`src/rtl/uart_tx_fifo.sv`:
```
// Wishbone-attached UART transmitter with a TX FIFO, programmable divisor,
// optional parity, one or two stop bits and a sent-frame counter.
module uart_tx_fifo #(
  parameter int FRAME          = 8,
  parameter int DEPTH          = 4,
  parameter int DIV_WIDTH      = 16,
  parameter int DEFAULT_DIVIDE = 2
) (
  input  logic        clk,
  input  logic        rst_n,
  output logic        uart_tx,
  output logic        tx_empty,
  input  logic [31:0] wb_addr,
  input  logic [31:0] wb_data_w,
  output logic [31:0] wb_data_r,
  input  logic        wb_we,
  input  logic        wb_stb,
  input  logic        wb_cyc,
  output logic        wb_ack,
  output logic        wb_stall
);

  localparam int AW = (DEPTH > 1) ? $clog2(DEPTH) : 1;
  localparam int CW = $clog2(DEPTH + 1);
  localparam int IW = $clog2(FRAME + 1);

  typedef enum logic [2:0] {IDLE, START, DATA, PARITY, STOP1, STOP2} state_t;

  state_t state, state_nxt;

  logic [DIV_WIDTH-1:0] div_r, div_q, timer;
  logic [2:0]           ctrl_r;
  logic [31:0]          frame_cnt;
  logic [31:0]          rd_val;
  logic [FRAME-1:0]     mem [DEPTH];
  logic [FRAME-1:0]     head, shift;
  logic [AW-1:0]        wr_ptr, rd_ptr;
  logic [CW-1:0]        occ;
  logic [IW-1:0]        bit_idx;
  logic                 par_en_q, two_stop_q, par_bit;
  logic                 full, empty, busy, xfer, push, pop, bit_end, frame_done;
  logic [1:0]           reg_sel;
  logic                 unused_bits;

  assign unused_bits = ^{wb_addr[31:4], wb_addr[1:0], wb_data_w};

  // ---- bus side ----
  assign reg_sel  = wb_addr[3:2];
  assign full     = (occ == CW'(DEPTH));
  assign empty    = (occ == '0);
  assign busy     = (state != IDLE);
  assign tx_empty = empty && !busy;
  assign wb_stall = wb_stb && wb_we && (reg_sel == 2'd0) && full;
  assign xfer     = wb_cyc && wb_stb && !wb_stall;
  assign push     = xfer && wb_we && (reg_sel == 2'd0);
  assign pop      = (state == IDLE) && !empty;

  always_comb begin
    rd_val = '0;
    case (reg_sel)
      2'd0: rd_val = frame_cnt;
      2'd1: begin
        rd_val[0]    = busy;
        rd_val[1]    = full;
        rd_val[2]    = empty;
        rd_val[15:8] = 8'(occ);
      end
      2'd2: rd_val[DIV_WIDTH-1:0] = div_r;
      default: rd_val[2:0] = ctrl_r;
    endcase
  end

  always_ff @(posedge clk or negedge rst_n) begin
    if (!rst_n) begin
      wb_ack    <= 1'b0;
      wb_data_r <= '0;
      div_r     <= DIV_WIDTH'(DEFAULT_DIVIDE - 1);
      ctrl_r    <= '0;
    end else begin
      wb_ack    <= xfer;
      wb_data_r <= (xfer && !wb_we) ? rd_val : '0;
      if (xfer && wb_we) begin
        case (reg_sel)
          2'd2:    div_r  <= wb_data_w[DIV_WIDTH-1:0];
          2'd3:    ctrl_r <= wb_data_w[2:0];
          default: ;
        endcase
      end
    end
  end

  // ---- FIFO: no push/pop bypass, so an empty FIFO never feeds the shifter directly ----
  assign head = mem[rd_ptr];

  always_ff @(posedge clk) begin
    if (push) mem[wr_ptr] <= wb_data_w[FRAME-1:0];
  end

  always_ff @(posedge clk or negedge rst_n) begin
    if (!rst_n) begin
      wr_ptr <= '0;
      rd_ptr <= '0;
      occ    <= '0;
    end else begin
      if (push) wr_ptr <= wr_ptr + AW'(1);
      if (pop)  rd_ptr <= rd_ptr + AW'(1);
      case ({push, pop})
        2'b10:   occ <= occ + CW'(1);
        2'b01:   occ <= occ - CW'(1);
        default: ;
      endcase
    end
  end

  // ---- transmit FSM ----
  assign bit_end    = (timer == div_q);
  assign frame_done = bit_end && ((state == STOP1 && !two_stop_q) || state == STOP2);

  always_ff @(posedge clk or negedge rst_n) begin
    if (!rst_n) state <= IDLE;
    else        state <= state_nxt;
  end

  always_comb begin
    state_nxt = state;
    uart_tx   = 1'b1;
    case (state)
      IDLE:   if (pop) state_nxt = START;
      START: begin
        uart_tx = 1'b0;
        if (bit_end) state_nxt = DATA;
      end
      DATA: begin
        uart_tx = shift[0];
        if (bit_end && bit_idx == IW'(FRAME - 1))
          state_nxt = par_en_q ? PARITY : STOP1;
      end
      PARITY: begin
        uart_tx = par_bit;
        if (bit_end) state_nxt = STOP1;
      end
      STOP1:  if (bit_end) state_nxt = two_stop_q ? STOP2 : IDLE;
      STOP2:  if (bit_end) state_nxt = IDLE;
      default: state_nxt = IDLE;
    endcase
  end

  // Divisor and ctrl are snapshotted at pop so mid-frame writes only hit the next frame.
  always_ff @(posedge clk or negedge rst_n) begin
    if (!rst_n) begin
      timer      <= '0;
      div_q      <= '0;
      shift      <= '0;
      bit_idx    <= '0;
      par_en_q   <= 1'b0;
      two_stop_q <= 1'b0;
      par_bit    <= 1'b0;
      frame_cnt  <= '0;
    end else begin
      timer <= (state == IDLE || bit_end) ? '0 : timer + DIV_WIDTH'(1);
      if (pop) begin
        shift      <= head;
        div_q      <= div_r;
        par_en_q   <= ctrl_r[0];
        two_stop_q <= ctrl_r[2];
        par_bit    <= (^head) ^ ctrl_r[1];
        bit_idx    <= '0;
      end else if (state == DATA && bit_end) begin
        shift   <= shift >> 1;
        bit_idx <= bit_idx + IW'(1);
      end
      if (frame_done) frame_cnt <= frame_cnt + 32'd1;
    end
  end

endmodule
```
`config.mk`:
```
export PLATFORM = sky130hd
export DESIGN_NAME = uart_tx_fifo
export DESIGN_NICKNAME = d
export VERILOG_FILES = /design/src/rtl/uart_tx_fifo.sv
export SDC_FILE = /design/constraint.sdc
export NUM_CORES = 1
export LEC_CHECK = 0
export CAP_MARGIN = 20
export CORE_MARGIN = 10
export CORE_UTILIZATION = 51
export CTS_BUF_LIST = sky130_fd_sc_hd__clkbuf_2 sky130_fd_sc_hd__clkbuf_4 sky130_fd_sc_hd__clkbuf_8
export DETAILED_ROUTE_END_ITERATION = 10
export PLACE_DENSITY = 0.78
export SYNTH_ARGS = -nofsm -noshare
export SYNTH_HDL_FRONTEND = slang
export SYNTH_SLANG_ARGS = --single-unit
```
`constraint.sdc`:
```
create_clock -name clk -period 2.65 [get_ports clk]
set_input_delay 0.3975 -clock clk [delete_from_list [all_inputs] [get_ports clk]]
set_output_delay 0.3975 -clock clk [all_outputs]
set_load 0.005 [all_outputs]
```
==> flow_summary.toml, run 1 <==
[global_route]
wire_length_of_the_first_global_routing_pass_mm = 25.0
grt_start_max_net_pins = 73
gr_met2_demand_resource = 0.261
grt_overflow = 0
grt.met3_usage = 0.0494
grt_antenna_before_repair = 0
via_count_of_the_first_global_routing_pass = 4991
met1_usage = 0.190
busiest_layer = "met2"
grt_use_total = 0.157

[synth]
synth-warning-count = 0
count_of_flip_flops_with_a_built_in_enable_after_synthesis = 32
synthesis.area_mm2 = 0.00748
asyncSetResetFlopFracSynth = 0.815
avgSynthCellArea_um2 = 11.8
synth-seq-area-share = 0.600
synth_top_flop_cell = "dfrtp_1"
synthCells = 633
yosys.cell_types.count = 46
synth.ff_latch_count = 173
synth_fp_nets = 711

[placement]
place.detailed.hpwl_mm = 10.7
instance_count_after_placement_with_tap_cells_included = 865
gpl.final_weighted_congestion = 0.874
port_buffers = 58

[critical_path]
endpoint_kind = "output pin"
startpoint_to_endpoint_class_of_the_critical_path = "reg2out"
path_max_fanout = 5
worstPathRequired_ns = 2.25
critical_path_arrival_ns = 2.06
type_of_origin_of_the_critical_path = "flip-flop"

[cells_and_area]
nNetsFinal = 779
area_delta_synth_final_pct = 16.6
finish.cell_count_without_fillers = 897
antenna_cells = 0
layout-drive-gt1-share = 0.118

[clocking]
clock_tree.root_cell = "clkbuf_8"
cts-htree-levels = 4
cts_sinks = 173
tritoncts = "yes"
postCtsSetupRepairBufs = 0
tritoncts.num_buffers = 17
clk_latency_ns = 0.47
ctsLongestPathBuffers = 2
clkSlewWorstSetupHoldPaths_ns = 0.08

[power_and_ir_drop]
power_leakage_nw = 3.92
pd_cells_mw_per_mm2 = 832
total_power_w = 0.00726
ir_drop_v = 0.000510

[timing]
finalClockSkew_ns = 0.0131
final.min_clock_period_ns = 2.46
headroom_to_the_max_slew_limit = 0.561
timing_worst_slew_pin_value_ns = 0.659
timing.fmax_ghz = 0.406
rsz0062_at_grt = "no"
report.final.slew_viol_count = 0
finalSetupTns_ns = 0
finalSetupViolCount = 0
hold_viol = 0
fin_crit_sh = 0.928

[detailed_routing]
ant_nets = 0
detailedRoute.firstIterationViolations = 298
wl_mm = 14.8
wl_per_cell_um = 16.5
first_pass_iters = 4
vias = 4780
routed_via_density = 5.33
drc = 0

[flow_run]
maxCapViolCount = 0

[floorplanning]
top_level_ports = 105
coreArea_mm2 = 0.0145
die-width_um = 141
start_util = 0.517
num_rows = 44
die_extent_in_y_um = 141
design.die.area_mm2 = 0.0199

[status]
run_status = "completed"

[worst_hold_path]
holdCritPathClass = "reg2reg"
==> per-layer routing <==
layer / wire length (µm) / up-vias / part of all wire
li1: - / 2269 / -
met1: 6290 / 2391 / 0.42
met2: 7480 / 103 / 0.50
met3: 860 / 17 / 0.058
met4: 182 / 0 / 0.012
met5: 0 / - / 0
==> synthesized netlist by cell type (all sizes together) (12+ instances only) <==
master / instances / area share
o21ai: 14 / 0.0094
and3: 12 / 0.010
nand2: 92 / 0.046
mux2i: 19 / 0.025
a21oi: 13 / 0.0087
nand3: 21 / 0.014
and2: 22 / 0.018
edfxtp: 32 / 0.13
nor2: 56 / 0.028
dfrtp: 140 / 0.47
xnor2: 45 / 0.055
clkbuf: 15 / 0.0077
xor2: 30 / 0.035
inv: 18 / 0.0090
mux2: 21 / 0.032
==> path summary, 6_finish.rpt <==
| check | depth (start not counted) | startpoint | slack [ns] | end |
|---|---|---|---|---|
| worst max-delay path | 4 | occ[0]$_DFFE_PN0P_ | 0.19 | wb_stall |
| worst min-delay path | 1 | frame_cnt[31]$_DFFE_PN0P_ | 0.47 | frame_cnt[31]$_DFFE_PN0P_ |
| worst max register to register | 7 | timer[4]$_DFF_PN0_ | 0.48 | frame_cnt[4]$_DFFE_PN0P_ |
| worst min register to register | 1 | frame_cnt[31]$_DFFE_PN0P_ | 0.47 | frame_cnt[31]$_DFFE_PN0P_ |
| max in group asynchronous | 3 | rst_n | 1.41 | frame_cnt[22]$_DFFE_PN0P_ |
| min in group asynchronous | 2 | rst_n | 0.51 | frame_cnt[25]$_DFFE_PN0P_ |
==> final cells by class <==
type,instances,area [µm²]
clock buffers,24,305
clock inverters,7,86.3
fillers,1145,5760
inverters,19,71.3
multi-input cells,416,2820
flip-flops and latches,173,4490
well taps,184,230
repair buffers,74,717
==> where the power goes <==
| part | total (W) | internal, W | switching [W] |
|---|---|---|---|
| Clock | 0.00182 | 0.000943 | 0.000881 |
| Combinational | 0.00193 | 0.000912 | 0.00102 |
| Sequential | 0.00350 | 0.00310 | 0.000398 |
| Total | 0.00726 | 0.00496 | 0.00230 |
==> state kept, by name, summed over array words and instances, names as in the netlist <==
| register | cells |
|---|---|
| div_r | 16 |
| rd_ptr | 2 |
| ctrl_r | 3 |
| frame_cnt | 32 |
| two_stop_q | 1 |
| bit_idx | 4 |
| state | 3 |
| mem | 32 |
| wb_data_r | 32 |
| shift | 8 |
| occ | 3 |
| div_q | 16 |
| timer | 16 |
| wb_ack | 1 |
| par_bit | 1 |
| wr_ptr | 2 |
| par_en_q | 1 |
==> critical path: stages, from the launching register on <==
cell and delay (ns):
dfrtp_1 0.44, inv_1 0.13, nand3_1 0.18, nor4_4 0.29, clkdlybuf4s50_1 0.55
==> timing repair <==
item / 4_1_cts / 5_1_grt
setup endpoints to repair: 0 / 1
endpoints found under the hold margin: 68 / 0
resized for setup: 0 / 2
hold buffers: 1 / 0
==> logic make-up after synthesis <==
group                      after synthesis  share of synthesized area
AOI/OAI and AO/OA                       38                     0.0294
xor gates and xnor gates                75                     0.0898
adders and majority gates                9                     0.0161
buffers and inverters                   44                     0.0243
DFF                                    173                      0.600
muxes                                   49                     0.0851
and+or+nand+nor                        245                      0.155
==> cells in the final DEF, fill, tap and decap left out, types with 19 or more instances in the layout <==
master	count
dfrtp_1	140
nand2_1	92
clkdlybuf4s50_1	57
nor2_1	56
xnor2_1	43
edfxtp_1	32
xor2_1	30
and2_1	22
nand3_1	21
mux2_2	21
clkbuf_8	20
mux2i_1	19
==> stage by stage <==
step	util	cell area, µm²	setup WS (ns)	hold WS [ns]
global route	0.602	8720	0.0536	0.479
CTS	0.601	8710	0.0175	0.477
global placement	0.574	8310	0.253	0.439
floorplan	-	7480	0.0278	0.102
detailed placement	0.574	8310	0.157	0.449
finish	0.602	8720	0.190	0.472
No activity file was read; power rests on OpenSTA's default activity.
==> inputs of run 2 (changes only) <==
--- a/config.mk
+++ b/config.mk
@@ -11,6 +11,7 @@
 export CTS_BUF_LIST = sky130_fd_sc_hd__clkbuf_2 sky130_fd_sc_hd__clkbuf_4 sky130_fd_sc_hd__clkbuf_8
 export DETAILED_ROUTE_END_ITERATION = 10
 export PLACE_DENSITY = 0.78
+export SETUP_SLACK_MARGIN = 0.15
 export SYNTH_ARGS = -nofsm -noshare
 export SYNTH_HDL_FRONTEND = slang
 export SYNTH_SLANG_ARGS = --single-unit
==> run 2 against run 1 <==
Non-clock buffer count down 1. Core utilization up 0.25 points. Sequential share of layout area down 0.21 points. Count of clock-buffer cells in the layout down 7. Power up 1.3%. Largest cell class unchanged. Cell area up 0.42%. Final cell count unchanged. Wire length down 1.1%. Worst hold slack worse by 0.0041 ns. Via count down 0.17%. Fmax up 2.8%.
==> flow_summary.toml, run 2 (synthesis results as in run 1) <==
[cells_and_area]
nNetsFinal = 778
postLayoutCellArea_mm2 = 0.00876
mostFrequentLayoutCells = "dfrtp_1 (140), nand2_1 (92), clkdlybuf4s50_1 (57), nor2_1 (56), xnor2_1 (43)"
final.fill_count = 1198
area_delta_synth_final_pct = 17.1
layout_top_registers = "frame_cnt (32), mem (32), wb_data_r (32)"
layout-drive-gt1-share = 0.118
layout.cells.most_common = "dfrtp_1"
antenna_cells = 0

[global_route]
grt_use_total = 0.153
grt_antenna_before_repair = 0
grt.met3_usage = 0.0487
grt_overflow = 0
met1_usage = 0.173
via_count_of_the_first_global_routing_pass = 5033
busiest_layer = "met2"
gr_met2_demand_resource = 0.259
grt_start_max_net_pins = 69
wire_length_of_the_first_global_routing_pass_mm = 24.3

[floorplanning]
top_level_ports = 105
coreArea_mm2 = 0.0145
design.die.area_mm2 = 0.0199
die_extent_in_y_um = 141
start_util = 0.517
die-width_um = 141
num_rows = 44

[placement]
gpl.final_weighted_congestion = 0.907
port_buffers = 58
dpl-instance-area_mm2 = 0.00830
place.detailed.hpwl_mm = 10.7

[critical_path]
critPathMaxStageDelay_ns = 0.51
startpoint_to_endpoint_class_of_the_critical_path = "reg2out"
worstPathRequired_ns = 2.25
worstRegToRegCells = 7
slowest_cp_cell = "dfrtp_1"
crit_end = "tx_empty"
rrSetupSlack_ns = 0.37
path_max_fanout = 9
timing.critical_path.cells = "nor3_4 -> and2_1 -> clkdlybuf4s50_1"
worst_setup_path_startpoint = "state[0]$_DFFE_PN0P_"
endpoint_kind = "output pin"
reg2reg_to = "frame_cnt[16]$_DFFE_PN0P_"
critical_path.reg2reg.startpoint = "timer[4]$_DFF_PN0_"
critical_path_arrival_ns = 2.00
type_of_origin_of_the_critical_path = "flip-flop"

[detailed_routing]
ant_nets = 0
detailedRoute.firstIterationViolations = 271
wl_mm = 14.7
wl_per_cell_um = 16.3
drc = 0
first_pass_iters = 4
vias = 4772
routed_via_density = 5.32

[timing]
finalSetupViolCount = 0
timing.fmax_ghz = 0.418
timing_worst_slew_pin_value_ns = 0.596
headroom_to_the_max_slew_limit = 0.602
rsz0062_at_grt = "no"
finalClockSkew_ns = 0.0121
finalSetupTns_ns = 0
report.final.slew_viol_count = 0
hold_viol = 0
fin_crit_sh = 0.903
final.min_clock_period_ns = 2.39

[clocking]
ctsLongestPathBuffers = 2
cts_sinks = 173
clock_tree.root_cell = "clkbuf_8"
clkSlewWorstSetupHoldPaths_ns = 0.09
postCtsSetupRepairBufs = 0
tritoncts.num_buffers = 17
cts-htree-levels = 4
clk_latency_ns = 0.47
tritoncts = "yes"

[power_and_ir_drop]
pd_cells_mw_per_mm2 = 839
ir_drop_v = 0.000591
power_leakage_nw = 3.90

[status]
run_status = "completed"

[worst_hold_path]
holdCritPathClass = "reg2reg"
holdPathStages = 1

[flow_run]
maxCapViolCount = 0
## run 2: cell count changes in the layout (fill, tap and decap cells not counted), sizes merged
cell	delta
buf	-1
bufinv	+2
inv	+2
clkbuf	-7
clkinvlp	+4
## run 2: metal layers
layer	up-vias	wire length (µm)
met2	104	7440
met1	2375	6000
met5	-	0
met3	28	905
li1	2265	-
met4	0	311
## run 2: report_power, final
group	leakage (nW)	internal [W]	total [W]	switching, W
clock network	0.204	0.00102	0.00196	0.000942
registers	2.16	0.00310	0.00350	0.000405
logic	1.54	0.000898	0.00189	0.000988
## run 2: critical path, delay by kind of cell (launching register included)
| family | cells | cell delay (ns) |
|---|---|---|
| flip-flops | 1 | 0.51 |
| buffers and inverters | 1 | 0.51 |
| AND/OR/NAND/NOR | 2 | 0.50 |
## run 2: repair_timing
action                     4_1_cts  5_1_grt
pin swaps                        0        1
hold buffers                     1        0
setup endpoints to repair        1        2
hold endpoints to repair        64        0
gates resized for setup          1        2
## run 2: area by class of cell
cell class / instances / area (µm²) / area share
Tap cell: 184 / 230 / 0.0263
Clock inverter: 15 / 194 / 0.0221
Sequential cell: 173 / 4490 / 0.513
Clock buffer: 17 / 234 / 0.0267
Multi-Input combinational cell: 416 / 2830 / 0.323
Timing Repair Buffer: 73 / 709 / 0.0810
Inverter: 19 / 71.3 / 0.00814
## run 2: worst min-delay path by stage
stage,startpoint,end,slack [ns]
floorplan,rst_n,bit_idx[0]$_DFFE_PN0P_,0.10
global placement,rst_n,wb_data_r[25]$_DFF_PN0_,0.42
detailed placement,rst_n,wb_data_r[22]$_DFF_PN0_,0.43
CTS,frame_cnt[31]$_DFFE_PN0P_,frame_cnt[31]$_DFFE_PN0P_,0.47
global route,frame_cnt[17]$_DFFE_PN0P_,frame_cnt[17]$_DFFE_PN0P_,0.50
finish,frame_cnt[31]$_DFFE_PN0P_,frame_cnt[31]$_DFFE_PN0P_,0.47
## run 2: stage by stage
step                      hold slack [ns]  setup WS (ns)   util  instances  total power (W)
after floorplan                     0.102          0.268      -        633          0.00489
after CTS                           0.470          0.152  0.604        897          0.00742
after global placement              0.422          0.256  0.574        864          0.00532
final                               0.468          0.257  0.605        897          0.00735
after detailed placement            0.427          0.224  0.574        864          0.00545
after global routing                0.495          0.149  0.605        897          0.00782
